$ cat config.mk
export PLATFORM = sky130hd
export DESIGN_NAME = rr_bus_arbiter
export DESIGN_NICKNAME = d
export VERILOG_FILES = /design/src/rtl/rr_bus_arbiter.sv
export SDC_FILE = /design/constraint.sdc
export NUM_CORES = 1
export LEC_CHECK = 0
export ABC_AREA = 1
export ABC_CLOCK_PERIOD_IN_PS = 1750
export CAP_MARGIN = 10
export CORE_MARGIN = 1
export CORE_UTILIZATION = 45
export DETAILED_ROUTE_END_ITERATION = 7
export PLACE_DENSITY = 0.77
export SLEW_MARGIN = 20
export SYNTH_ARGS = -nofsm -noshare
export SYNTH_HDL_FRONTEND = slang
export SYNTH_SLANG_ARGS = --single-unit
$ cat constraint.sdc
create_clock -name clk -period 1.75 [get_ports clk]
set_input_delay 0.175 -clock clk [delete_from_list [all_inputs] [get_ports clk]]
set_output_delay 0.175 -clock clk [all_outputs]
set_load 0.1 [all_outputs]
$ cat src/rtl/rr_bus_arbiter.sv
// rr_bus_arbiter: round-robin arbiter that hands one shared bus to one of N_REQ
// requesters at a time. Its one-hot grant drives the bus mux select.
//
// An owner keeps the bus until it drops its request, or until it has held the
// bus for MAX_HOLD cycles. A fixed turnaround of GAP then IDLE separates owners.
//
// Ports
//   clk      in   1             rising-edge clock
//   rst      in   1             asynchronous, active-high reset
//   req      in   N_REQ         level request per requester
//   grant    out  N_REQ         one-hot grant, or all-zero
//   gnt_idx  out  clog2(N_REQ)  index of current owner, valid when busy=1
//   busy     out  1             bus is owned (|grant)
//   timeout  out  1             one-cycle pulse when a tenure is cut at MAX_HOLD
module rr_bus_arbiter #(
    parameter int unsigned N_REQ    = 4,
    parameter int unsigned MAX_HOLD = 16
) (
    input  logic                       clk,
    input  logic                       rst,
    input  logic [N_REQ-1:0]           req,
    output logic [N_REQ-1:0]           grant,
    output logic [$clog2(N_REQ)-1:0]   gnt_idx,
    output logic                       busy,
    output logic                       timeout
);

    localparam int unsigned IDX_W = $clog2(N_REQ);
    localparam int unsigned CNT_W = $clog2(MAX_HOLD);

    typedef enum logic [1:0] {
        IDLE = 2'd0,
        OWN  = 2'd1,
        GAP  = 2'd2
    } state_t;

    state_t             state;
    state_t             state_d;
    logic [CNT_W-1:0]   hold_cnt;
    logic [CNT_W-1:0]   hold_cnt_d;
    logic [IDX_W-1:0]   last;
    logic [IDX_W-1:0]   last_d;
    logic [N_REQ-1:0]   grant_d;
    logic [IDX_W-1:0]   gnt_idx_d;
    logic               timeout_d;

    logic [IDX_W-1:0]   win;
    logic               win_found;
    int unsigned        scan;

    // Round-robin pick: first requester after 'last', wrapping modulo N_REQ.
    always_comb begin : pick_winner
        win       = '0;
        win_found = 1'b0;
        scan      = 0;
        for (int unsigned i = 1; i <= N_REQ; i++) begin
            scan = (32'(last) + i) % N_REQ;
            if (!win_found && req[IDX_W'(scan)]) begin
                win       = IDX_W'(scan);
                win_found = 1'b1;
            end
        end
    end

    // Next-state and next-output logic.
    always_comb begin : next_logic
        state_d    = state;
        hold_cnt_d = hold_cnt;
        last_d     = last;
        grant_d    = grant;
        gnt_idx_d  = gnt_idx;
        timeout_d  = 1'b0;

        case (state)
            IDLE: begin
                if (win_found) begin
                    grant_d      = '0;
                    grant_d[win] = 1'b1;
                    gnt_idx_d    = win;
                    last_d       = win;
                    hold_cnt_d   = '0;
                    state_d      = OWN;
                end
            end
            OWN: begin
                // A release wins over the cap, so a same-cycle drop never flags timeout.
                if (!req[gnt_idx]) begin
                    grant_d = '0;
                    state_d = GAP;
                end else if (hold_cnt == CNT_W'(MAX_HOLD - 1)) begin
                    grant_d   = '0;
                    timeout_d = 1'b1;
                    state_d   = GAP;
                end else begin
                    hold_cnt_d = hold_cnt + CNT_W'(1);
                end
            end
            GAP: begin
                state_d = IDLE;
            end
            default: begin
                grant_d = '0;
                state_d = IDLE;
            end
        endcase
    end

    // State and registered outputs.
    always_ff @(posedge clk or posedge rst) begin
        if (rst) begin
            state    <= IDLE;
            hold_cnt <= '0;
            last     <= IDX_W'(N_REQ - 1);
            grant    <= '0;
            gnt_idx  <= '0;
            busy     <= 1'b0;
            timeout  <= 1'b0;
        end else begin
            state    <= state_d;
            hold_cnt <= hold_cnt_d;
            last     <= last_d;
            grant    <= grant_d;
            gnt_idx  <= gnt_idx_d;
            busy     <= |grant_d;
            timeout  <= timeout_d;
        end
    end

endmodule
==> results by group, run 1 <==
Clock tree
  • Root Buffer: clkbuf_4
  • CTS Buf Count: 3
  • Clock tree from TritonCTS: yes
  • Hold buffer count at cts: 0
  • Clk buf depth: 2
  • H-tree depth: 1
  • Worst-skew pair later-pin latency: 0.28 ns
  • CTS sink count: 16
  • Worst-path clk slew: 0.10 ns

Placed design
  • Post-DP Area: 1350 sq um
  • DP Cell Count: 193
  • Final HPWL from detailed placement: 1850 um
  • PortBufs: 13
  • GP Congestion: 0.838

Drt
  • DRT Wirelength: 2590 um
  • Post-DR wirelength/cell: 12.7 um
  • DRC: 0
  • DR pass1 iterations: 4
  • Via count: 1041
  • Initial DRC Count: 19
  • Routed vias/inst: 5.10
  • Antenna Nets Post-Route: 0

Die
  • Die area: 2680 sq um
  • Initial core utilization: 48.9%
  • IO Pins: 14
  • Chip height: 51.7 um
  • Row count: 17
  • Core area: 2280 sq um
  • Die Wd: 51.7 um

Min path
  • Tightest Hold Check Type: in2async

Layout
  • Register area: 408 sq um
  • Fillers: 187
  • Nets@finish: 184
  • Final Cell Area: 1560 sq um
  • Area occupied by multi-input gates: 738 sq um
  • Layout cell share with drive strength beyond 1: 48.9%
  • Area delta synth->final: 40.4%
  • Antenna cells: 0
  • Non-filler cells in the finished layout: 204

Worst setup path
  • R2r setup slk: -0.20 ns
  • Reg2Reg Capture Point: hold_cnt[3]
  • Worst r2r src: last[0]
  • Startpoint type of the worst setup path: register
  • Crit-path max FO: 8
  • Crit path arrival time: 2.14 ns
  • Worst path slowest cell: dfstp_2
  • Crit-path cells: clkinv_4 -> nand2_4 -> nand2_4 -> nand2_4 -> nand2_4 -> nor2_8 -> nand3_4 -> nand2_8 -> nand2_8 -> nand2_2 -> xor2_1 -> nor2_1
  • Crit. End Element: register
  • Worst path required time: 1.93 ns
  • Crit-path max cell delay: 0.63 ns
  • R2R depth: 12
  • Crit Path Class: reg2reg
  • Most used cell, CP: nand2_4

Outcome
  • Failing checks: negative setup slack
  • Run status: complete, but fails checks

STA
  • Setup TNS: -1.54 ns
  • Slew headroom: 60.1%
  • Fin. Hold Viols: 0
  • Worst Tran Pin Value: 0.598 ns
  • Final worst path period need: 1.95 ns
  • Final slew viol count: 0
  • Clock skew: 0.00584 ns
  • RSZ-0062 raised after global routing: yes
  • Fmax: 0.512 GHz
  • Final setup viols: 14
  • Post-layout worst setup margin: -0.203 ns
  • Tcrit/Tclk final: 112%

Global routing
  • GR Util All Layers: 22.0%
  • Vias in the first global route: 1034
  • Initial antenna violation count: 0
  • First-pass GRT wire length: 4360 um
  • Largest net degree at the start of global routing: 17
  • Total gr overflow: 0

Logic synthesis
  • Post-synthesis cell count: 139
  • Post-synth ARST share: 100%
  • Prevailing post-synth register cell: dfrtp_1
  • Post-Synthesis Cell Area: 1110 sq um
  • Yosys reg bits: 16
  • YS warnings: 0
  • Number of flops mapped to enable cells by yosys: 0
  • Syn nets: 146
  • Syn avg cell area: 8.01 sq um
  • Synth cell count leaders: 36 x nand2_1, 19 x nand3_1, 14 x dfrtp_1
  • Area leader, netlist: dfrtp_1
  • Most frequent cell after synthesis: nand2_1
  • Top cells by area, synth: dfrtp_1 31%, nand2_1 12%, nand2_4 10%
  • Area share of the largest cell type after synthesis: 31.5%
  • Register area share after synthesis: 36.2%
  • Synth unique cells: 27

Run
  • Maxcap violations: 0
==> stage by stage <==
stage,setup WS (ns),hold WS [ns],util (%)
2_1_floorplan,-0.0351,0.0873,-
3_3_place_gp,-0.130,0.513,59.3
3_5_place_dp,-0.176,0.516,59.3
4_1_cts,-0.131,0.255,65.1
5_1_grt,-0.275,0.299,68.7
6_report,-0.203,0.244,68.7
==> state kept, by name (all words and copies together), names as in the netlist <==
| name | count |
|---|---|
| grant | 4 |
| last | 2 |
| gnt_idx | 2 |
| hold_cnt | 4 |
| state | 2 |
| timeout | 1 |
| busy | 1 |
==> final cells by class <==
cell class	count	share of cell area (%)
well taps	28	2.24
multi-input cells	107	47.2
flip-flops and latches	16	26.1
clock buffers	4	2.32
repair buffers	35	18.3
inverters	14	3.84
==> how the worst max path moves through the flow <==
stage / start / depth (start not counted) / to / slack (ns)
after floorplan: last[0] / 15 / busy / -0.04
after global placement: req[2] / 13 / busy / -0.13
after detailed placement: req[2] / 13 / busy / -0.18
after CTS: last[0] / 12 / hold_cnt[3] / -0.13
after global routing: last[0] / 13 / busy / -0.28
final: last[0] / 12 / hold_cnt[3] / -0.20
==> cells by family after synthesis <==
group / share of synthesized area [%]
xor gates and xnor gates: 0.787
DFF: 36.2
and+or+nand+nor: 49.8
adders and majority gates: 1.12
AOI/OAI and AO/OA: 4.83
buffers and inverters: 7.30
==> worst max-delay path, delay by kind of cell (launching register included) <==
family / cells / cell delay (ns)
AND/OR/NAND/NOR: 10 / 0.89
flip-flops: 1 / 0.63
XOR/XNOR: 1 / 0.16
buffers and inverters: 1 / 0.15
==> routing by layer <==
| layer | share of wire (%) | GRT usage (%) |
|---|---|---|
| met1 | 46 | 28.1 |
| met2 | 50 | 38.1 |
| met3 | 3.2 | 2.34 |
| met4 | 0.74 | 8.11 |
| met5 | 0 | 0 |
==> placed cells by master, fill, tap and decap left out, types with 2 or more instances in the layout <==
cell type / count
nand2_1: 28
buf_4: 27
nand3_1: 16
nand2_4: 15
dfrtp_1: 12
nand2_2: 10
inv_1: 8
nor2_1: 8
clkdlybuf4s50_1: 5
inv_2: 4
nand4_1: 4
nand3_2: 4
o21ai_1: 3
nor2_2: 3
clkbuf_4: 3
buf_6: 3
nand2_8: 2
a21oi_2: 2
o21ai_0: 2
dfstp_2: 2
==> timing repair <==
item | CTS | global route
pin swaps | 6 | 8
hold endpoints to repair | 0 | 0
buffers inserted | 3 | 4
setup endpoints to repair | 14 | 14
resized for setup | 20 | 17
Power of run 1 is not shown: default switching activity piles up to over one toggle a cycle in this logic, so the estimate is an artifact.
==> run 2, diff against run 1 <==
Settings changed: CORE_UTILIZATION 45 to 40, PLACE_DENSITY 0.77 to 0.7.
==> results by group, run 2 (synthesis gave the netlist of run 1 again) <==
STA
  • Worst Tran Pin Value: 0.574 ns (-0.0235 ns)
  • Final worst path period need: 1.87 ns (-0.0845 ns)
  • Tcrit/Tclk final: 107% (-4.8 points)
  • RSZ-0062 raised after global routing: yes
  • Fin. Hold Viols: 0 (unchanged)
  • Post-layout worst setup margin: -0.118 ns (+0.0845 ns)
  • Fmax: 0.535 GHz (+4.5%)
  • Clock skew: 0.000400 ns (-0.00544 ns)
  • Final slew viol count: 0 (unchanged)
  • Final setup viols: 10 (-4)
  • Slew headroom: 61.7% (+1.6 points)

Clock tree
  • Worst-path clk slew: 0.09 ns (about the same)
  • Root Buffer: clkbuf_4
  • Clock tree from TritonCTS: yes
  • CTS sink count: 16 (unchanged)
  • H-tree depth: 1 (unchanged)
  • Hold buffer count at cts: 0 (unchanged)
  • Worst-skew pair later-pin latency: 0.29 ns (about the same)
  • Clk buf depth: 2 (unchanged)
  • CTS Buf Count: 3 (unchanged)

Layout
  • Fin util: 59.7% (-9.0 points)
  • Area delta synth->final: 36.4%
  • Antenna cells: 0 (unchanged)
  • Most frequent cells in the layout: 30 x nand2_1, 27 x buf_4, 16 x nand3_1
  • Largest regs: grant (4), hold_cnt (4)
  • Nets@finish: 182 (-1.1%)
  • Commonest non-fill, non-tap cell in the layout: nand2_1
  • Layout cell share with drive strength beyond 1: 46.6% (-2.3 points)
  • Fillers: 233 (+25%)

Global routing
  • Vias in the first global route: 1017 (-1.6%)
  • First-pass GRT wire length: 4310 um (-1.3%)
  • GR Util All Layers: 20.5% (-1.6 points)
  • Initial antenna violation count: 0 (unchanged)
  • Total gr overflow: 0 (unchanged)
  • Largest net degree at the start of global routing: 17 (unchanged)

Placed design
  • Final HPWL from detailed placement: 1930 um (+4.0%)
  • GP Congestion: 0.839 (about the same)
  • Place WS: -0.222 ns (-0.0461 ns)
  • PortBufs: 13 (unchanged)

Die
  • Row count: 18 (+1)
  • Core area: 2540 sq um (+12%)
  • Die Wd: 54.8 um (+5.8%)
  • IO Pins: 14 (unchanged)
  • Initial core utilization: 43.8% (-5.2 points)
  • Die area: 3000 sq um (+12%)
  • Chip height: 54.8 um (+5.8%)

Drt
  • Antenna Nets Post-Route: 0 (unchanged)
  • DR pass1 iterations: 4 (unchanged)
  • Routed vias/inst: 5.01 (-1.7%)
  • Post-DR wirelength/cell: 12.2 um (-3.4%)
  • DRC: 0 (unchanged)
  • Via count: 1023 (-1.7%)
  • Initial DRC Count: 21 (+2)
  • DRT Wirelength: 2500 um (-3.4%)

Worst setup path
  • Crit-path max FO: 8 (unchanged)
  • Worst path slowest cell: dfstp_2
  • Crit. End Element: register
  • Crit path arrival time: 2.10 ns (-0.04 ns)
  • Most used cell, CP: nand2_1
  • Worst r2r src: last[0]
  • Worst path required time: 1.99 ns (+0.06 ns)
  • R2r setup slk: -0.12 ns (+0.08 ns)
  • Setup crit start: last[0]
  • Crit-path max cell delay: 0.64 ns (about the same)
  • Reg2Reg Capture Point: busy
  • Crit Path Class: reg2reg
  • Top delay family on crit path: simple AND/OR/NAND/NOR gates
  • Startpoint type of the worst setup path: register
  • R2R depth: 13 (+1)
  • Crit-path cells: buf_6 -> nand2_1 -> nand2_4 -> nand2_1 -> nand2_2 -> inv_1 -> nand3_4 -> nand2_8 -> a21oi_4 -> nand2_1 -> nand2_2 -> nor2_1 -> nand2_1
  • Buf+Inv Stages, Crit Path: 2 (+1)

Min path
  • Tightest Hold Check Type: in2async

Outcome
  • Failing checks: negative setup slack
  • Run status: complete, but fails checks

Run
  • Maxcap violations: 0 (unchanged)
run 2: repair_timing:
| action | 4_1_cts | 5_1_grt |
|---|---|---|
| pin swaps | 7 | 4 |
| setup endpoints to repair | 13 | 14 |
| cloned | 0 | 0 |
| gates resized for setup | 20 | 6 |
| setup buffers | 4 | 0 |
run 2: worst max-delay path by stage:
stage / endpoint / slack [ns] / cells after the start
after floorplan: busy / -0.04 / 15
after global placement: busy / -0.13 / 13
after detailed placement: hold_cnt[0] / -0.22 / 11
after CTS: busy / -0.13 / 13
after global routing: busy / -0.22 / 13
final: busy / -0.12 / 13
run 2: worst reg2reg max path: stages (launching register included):
cell,delay (ns)
dfstp_2,0.64
buf_6,0.13
nand2_1,0.09
nand2_4,0.10
nand2_1,0.09
nand2_2,0.09
inv_1,0.07
nand3_4,0.09
nand2_8,0.10
a21oi_4,0.16
nand2_1,0.09
nand2_2,0.07
nor2_1,0.04
nand2_1,0.06
run 2: layout make-up:
class	instances	area (sq um)	share of cell area, %
well taps	30	37.5	2.47
clock buffers	4	36.3	2.39
multi-input cells	107	713	47.0
inverters	14	60.1	3.95
flip-flops and latches	16	408	26.9
repair buffers	33	264	17.4
run 2: stage by stage:
stage | TNS [ns] | cells | cell area [sq um] | hold WS, ns
after floorplan | -0.0634 | 139 | 1120 | 0.0873
after global placement | -0.734 | 196 | 1360 | 0.514
after detailed placement | -1.29 | 196 | 1360 | 0.514
after CTS | -0.670 | 204 | 1500 | 0.253
after global routing | -2.02 | 204 | 1520 | 0.316
final | -0.525 | 204 | 1520 | 0.232
run 2: routing by layer:
| layer | share of wire (%) | track usage [%] | up-vias |
|---|---|---|---|
| li1 | - | - | 524 |
| met1 | 46 | 25.5 | 474 |
| met2 | 49 | 35.7 | 21 |
| met3 | 3.5 | 3.89 | 4 |
| met4 | 1.2 | 5.13 | 0 |
| met5 | 0 | 0 | - |
Power of run 2 is left out for the same reason.
==> run 3, diff against run 2 <==
Settings changed: SETUP_SLACK_MARGIN set to 0.5.
==> results by group, run 3 (synthesis gave the netlist of run 1 again) <==
Drt
  • DR pass1 iterations: 4 (unchanged)
  • Routed vias/inst: 5.01 (-0.10%)
  • Via count: 1037 (+1.4%)
  • DRT Wirelength: 2620 um (+4.9%)
  • Antenna Nets Post-Route: 0 (unchanged)
  • DRC: 0 (unchanged)
  • Initial DRC Count: 20 (-4.8%)
  • Post-DR wirelength/cell: 12.7 um (+3.4%)

Worst setup path
  • Most used cell, CP: nand2_4
  • Worst path slowest cell: dfstp_2
  • Top delay family on crit path: simple AND/OR/NAND/NOR gates
  • Crit Path Class: reg2reg
  • Crit path arrival time: 2.07 ns (-0.03 ns)
  • Startpoint type of the worst setup path: register
  • Worst path required time: 1.94 ns (-0.05 ns)
  • Crit path depth: 12 (-1)
  • R2R depth: 12 (-1)
  • Crit-path max cell delay: 0.59 ns (-0.05 ns)
  • Crit. End Element: register
  • Crit-path max FO: 8 (unchanged)
  • Buf+Inv Stages, Crit Path: 1 (-1)
  • Crit-path cells: clkinv_4 -> nand2_4 -> nand2_4 -> nand2_4 -> nand2_4 -> nor2_8 -> nand3_4 -> nand2_8 -> nand2_8 -> nand2_2 -> xor2_1 -> nor2_1

STA
  • Post-layout worst setup margin: -0.130 ns (-0.0120 ns)
  • RSZ-0062 raised after global routing: yes
  • Fin. Hold Viols: 0 (unchanged)
  • Worst Tran Pin Value: 0.588 ns (+0.0139 ns)
  • Clock skew: 0.000975 ns (+0.000575 ns)
  • Final slew viol count: 0 (unchanged)
  • Final setup viols: 9 (-1)
  • Final worst path period need: 1.88 ns (+0.0120 ns)
  • Fmax: 0.532 GHz (-0.64%)
  • Tcrit/Tclk final: 107% (+0.69 points)
  • Setup TNS: -0.624 ns (-0.0988 ns)
  • Slew headroom: 60.7% (-0.93 points)

Global routing
  • M3 GR Usage: 2.50% (-1.4 points)
  • Largest net degree at the start of global routing: 17 (unchanged)
  • M1 GR Usage: 25.0% (-0.52 points)
  • GR Util All Layers: 19.6% (-0.87 points)
  • First-pass GRT wire length: 4110 um (-4.5%)
  • Vias in the first global route: 988 (-2.9%)
  • Initial antenna violation count: 0 (unchanged)
  • Total gr overflow: 0 (unchanged)
  • Busiest grt layer: met2
  • Met2 usage: 33.7% (-2.0 points)

Die
  • IO Pins: 14 (unchanged)
  • Die area: 3000 sq um (unchanged)
  • Die Wd: 54.8 um (unchanged)
  • Chip height: 54.8 um (unchanged)
  • Row count: 18 (unchanged)
  • Initial core utilization: 43.8% (unchanged)
  • Core area: 2540 sq um (unchanged)

Clock tree
  • CTS Buf Count: 3 (unchanged)
  • H-tree depth: 1 (unchanged)
  • Hold buffer count at cts: 0 (unchanged)
  • Clock tree from TritonCTS: yes
  • Worst-skew pair later-pin latency: 0.29 ns (about the same)
  • Worst-path clk slew: 0.09 ns (about the same)
  • CTS sink count: 16 (unchanged)
  • Clk buf depth: 2 (unchanged)
  • Root Buffer: clkbuf_4

Layout
  • Fillers: 225 (-3.4%)
  • Nets@finish: 185 (+1.6%)
  • Most frequent cells in the layout: 26 x buf_4, 24 x nand2_1, 17 x nand2_4
  • Layout cell share with drive strength beyond 1: 51.4% (+4.9 points)
  • Antenna cells: 0 (unchanged)
  • Commonest non-fill, non-tap cell in the layout: buf_4
  • Final Cell Area: 1610 sq um (+6.3%)
  • Area delta synth->final: 44.9%
  • Largest regs: grant (4), hold_cnt (4)

Placed design
  • Post-DP Area: 1350 sq um (-0.83%)
  • GP Congestion: 0.877 (+4.6%)
  • PortBufs: 13 (unchanged)
  • Final HPWL from detailed placement: 1890 um (-2.0%)
  • Place WS: -0.181 ns (+0.0407 ns)

Run
  • Maxcap violations: 0 (unchanged)

Outcome
  • Run status: complete, but fails checks
  • Failing checks: negative setup slack

Min path
  • Tightest Hold Check Type: in2async
[run 3: worst paths after layout]
| check | slack (ns) | startpoint | end |
|---|---|---|---|
| min in group clk | 0.54 | gnt_idx[1] | gnt_idx[1] |
| worst max-delay path | -0.13 | last[0] | hold_cnt[3] |
| worst max register to register | -0.13 | last[0] | hold_cnt[3] |
| max in group asynchronous | 1.08 | rst | gnt_idx[0] |
| worst min-delay path | 0.24 | rst | state[0] |
| worst min register to register | 0.54 | gnt_idx[1] | gnt_idx[1] |
[run 3: through the flow]
| stage | instances | hold WS (ns) | util (%) |
|---|---|---|---|
| after floorplan | 139 | 0.0873 | - |
| after global placement | 194 | 0.512 | 53.0 |
| after detailed placement | 194 | 0.513 | 53.0 |
| after CTS | 202 | 0.250 | 58.9 |
| after global routing | 207 | 0.296 | 63.4 |
| final | 207 | 0.236 | 63.4 |
[run 3: timing repair]
action,4_1_cts,5_1_grt
cloned,0,0
buffers inserted,4,5
endpoints found under the setup margin,14,16
gates resized for setup,28,17
hold endpoints to repair,0,0
pin swaps,2,7
[run 3: layer usage]
layer / vias up / share of wire [%]
met5: - / 0
met2: 21 / 51
met3: 2 / 2.3
met1: 480 / 45
met4: 0 / 0.80
li1: 534 / -
[run 3: area by class of cell]
class	instances	area (sq um)	share of cell area, %
repair buffers	36	313	19.4
well taps	30	37.5	2.33
clock buffers	4	36.3	2.25
flip-flops and latches	16	408	25.3
inverters	14	62.6	3.88
multi-input cells	107	757	46.9
Power of run 3 is left out for the same reason.
==> patch, RTL diff (config.mk and constraints of run 3) <==
Remove the register `timeout`: a continuous assignment takes its place, so the output `timeout` follows one clock earlier. Comments in the files are not updated.
--- a/src/rtl/rr_bus_arbiter.sv
+++ b/src/rtl/rr_bus_arbiter.sv
@@ -115,5 +115,4 @@
             gnt_idx  <= '0;
             busy     <= 1'b0;
-            timeout  <= 1'b0;
         end else begin
             state    <= state_d;
@@ -123,7 +122,8 @@
             gnt_idx  <= gnt_idx_d;
             busy     <= |grant_d;
-            timeout  <= timeout_d;
         end
     end
 
+    assign timeout = timeout_d;
+
 endmodule
Function: same outputs for any inputs over 4 cycles, from zero or initial values and one cycle with rst high; that may be too few to reach the edited logic, so the function may still have changed.
==> patch against run 3 <==
The flow still finishes with violations (negative setup slack); hold slack lost 0.020 ns; highest routed layer unchanged; routed wire length grew 2.5%; synthesized area shrank 3.6%; non-clock buffer count shrank 1; worst setup slack gained 0.0099 ns; cell area grew 3.0%; synthesized cell count grew 3.6%; critical path type unchanged; sequential cell count shrank 1.
Power is left out: the tool's default activity adds up to more than one toggle a clock period on the data nets, which glitch-free logic cannot reach.
==> patch: results (changes against run 3) <==
| Metric | Value |
|---|---|
| Final worst slack | `-0.1205 ns (was -0.1304 ns)` |
| Placed Area | `1351 sq um (was 1349 sq um)` |
| Setup_tns | `-0.5048 ns (was -0.6237 ns)` |
| ClkCell Share | `1.806% (was 2.248%)` |
| Outcome | `complete, but fails checks (unchanged)` |
| Layout cell share with drive strength beyond 1 | `51.10% (was 51.41%)` |
| Multi-input logic area | `759.5 sq um (was 757.0 sq um)` |
| Setup violations, final | `10 (was 9)` |
| Final nets | `190 (was 185)` |
| Yosys cell types | `24 (was 27)` |
| Yosys reg bits | `15 (was 16)` |
| Register area share after synthesis | `35.20% (was 36.18%)` |
| Synth cell count leaders | `38 x nand2_1, 15 x inv_1, 15 x nand3_1, 13 x dfrtp_1, 12 x nand2_2 (was 36 x nand2_1, 19 x nand3_1, 14 x dfrtp_1)` |
| Number of setup buffers added after CTS | `9 (was 4)` |
| Synth Net Count | `151 (was 146)` |
| Area Overhead vs Synth | `54.89% (was 44.94%)` |
| Failing checks | `negative setup slack (unchanged)` |
| HPWL after detailed placement | `1.838 mm (was 1.890 mm)` |
| Worst r2r path cells | `13 (was 12)` |
| Dpl cells | `196 (was 194)` |
| Placement Setup Slack | `-0.1579 ns (was -0.1810 ns)` |
| Non-clk buf share | `20.92% (was 19.38%)` |
| Worst R2R End | `busy (was hold_cnt[3])` |
| Slew Limit Headroom | `62.98% (was 60.75%)` |
| Synth area leaders | `dfrtp_1 30%, nand2_1 13%, nand2_2 7.0%, nand3_1 7.0%, inv_1 5.2% (was dfrtp_1 31%, nand2_1 12%, nand2_4 10%, nand3_1 8.5%, dfstp_2 4.7%)` |
[patch: worst min path at each step]
stage                        start        to  slack [ns]
after floorplan                rst      busy        0.08
after global placement    grant[3]  grant[3]        0.50
after detailed placement  grant[1]  grant[1]        0.50
after CTS                      rst  grant[1]        0.22
after global routing           rst  grant[1]        0.27
final                          rst  grant[1]        0.22
[patch: kinds of logic (layout without fill, tap and decap cells)]
family / after synthesis / in the layout / synth area share [%]
AO/OA/AOI/OAI: 15 / 15 / 8.392
adder cells (fa/ha/maj): 1 / 1 / 1.165
flip-flops: 15 / 15 / 35.20
AND/OR/NAND/NOR: 92 / 92 / 45.46
buffers and inverters: 21 / 59 / 9.790
[patch: routing by layer]
| layer | up-vias | part of all wire, % | global-route usage (%) |
|---|---|---|---|
| met5 | - | 0 | 0 |
| met4 | 0 | 1.3 | 8.333 |
| met3 | 4 | 2.9 | 1.977 |
| met2 | 24 | 51 | 35.39 |
| met1 | 491 | 45 | 24.39 |
| li1 | 536 | - | - |
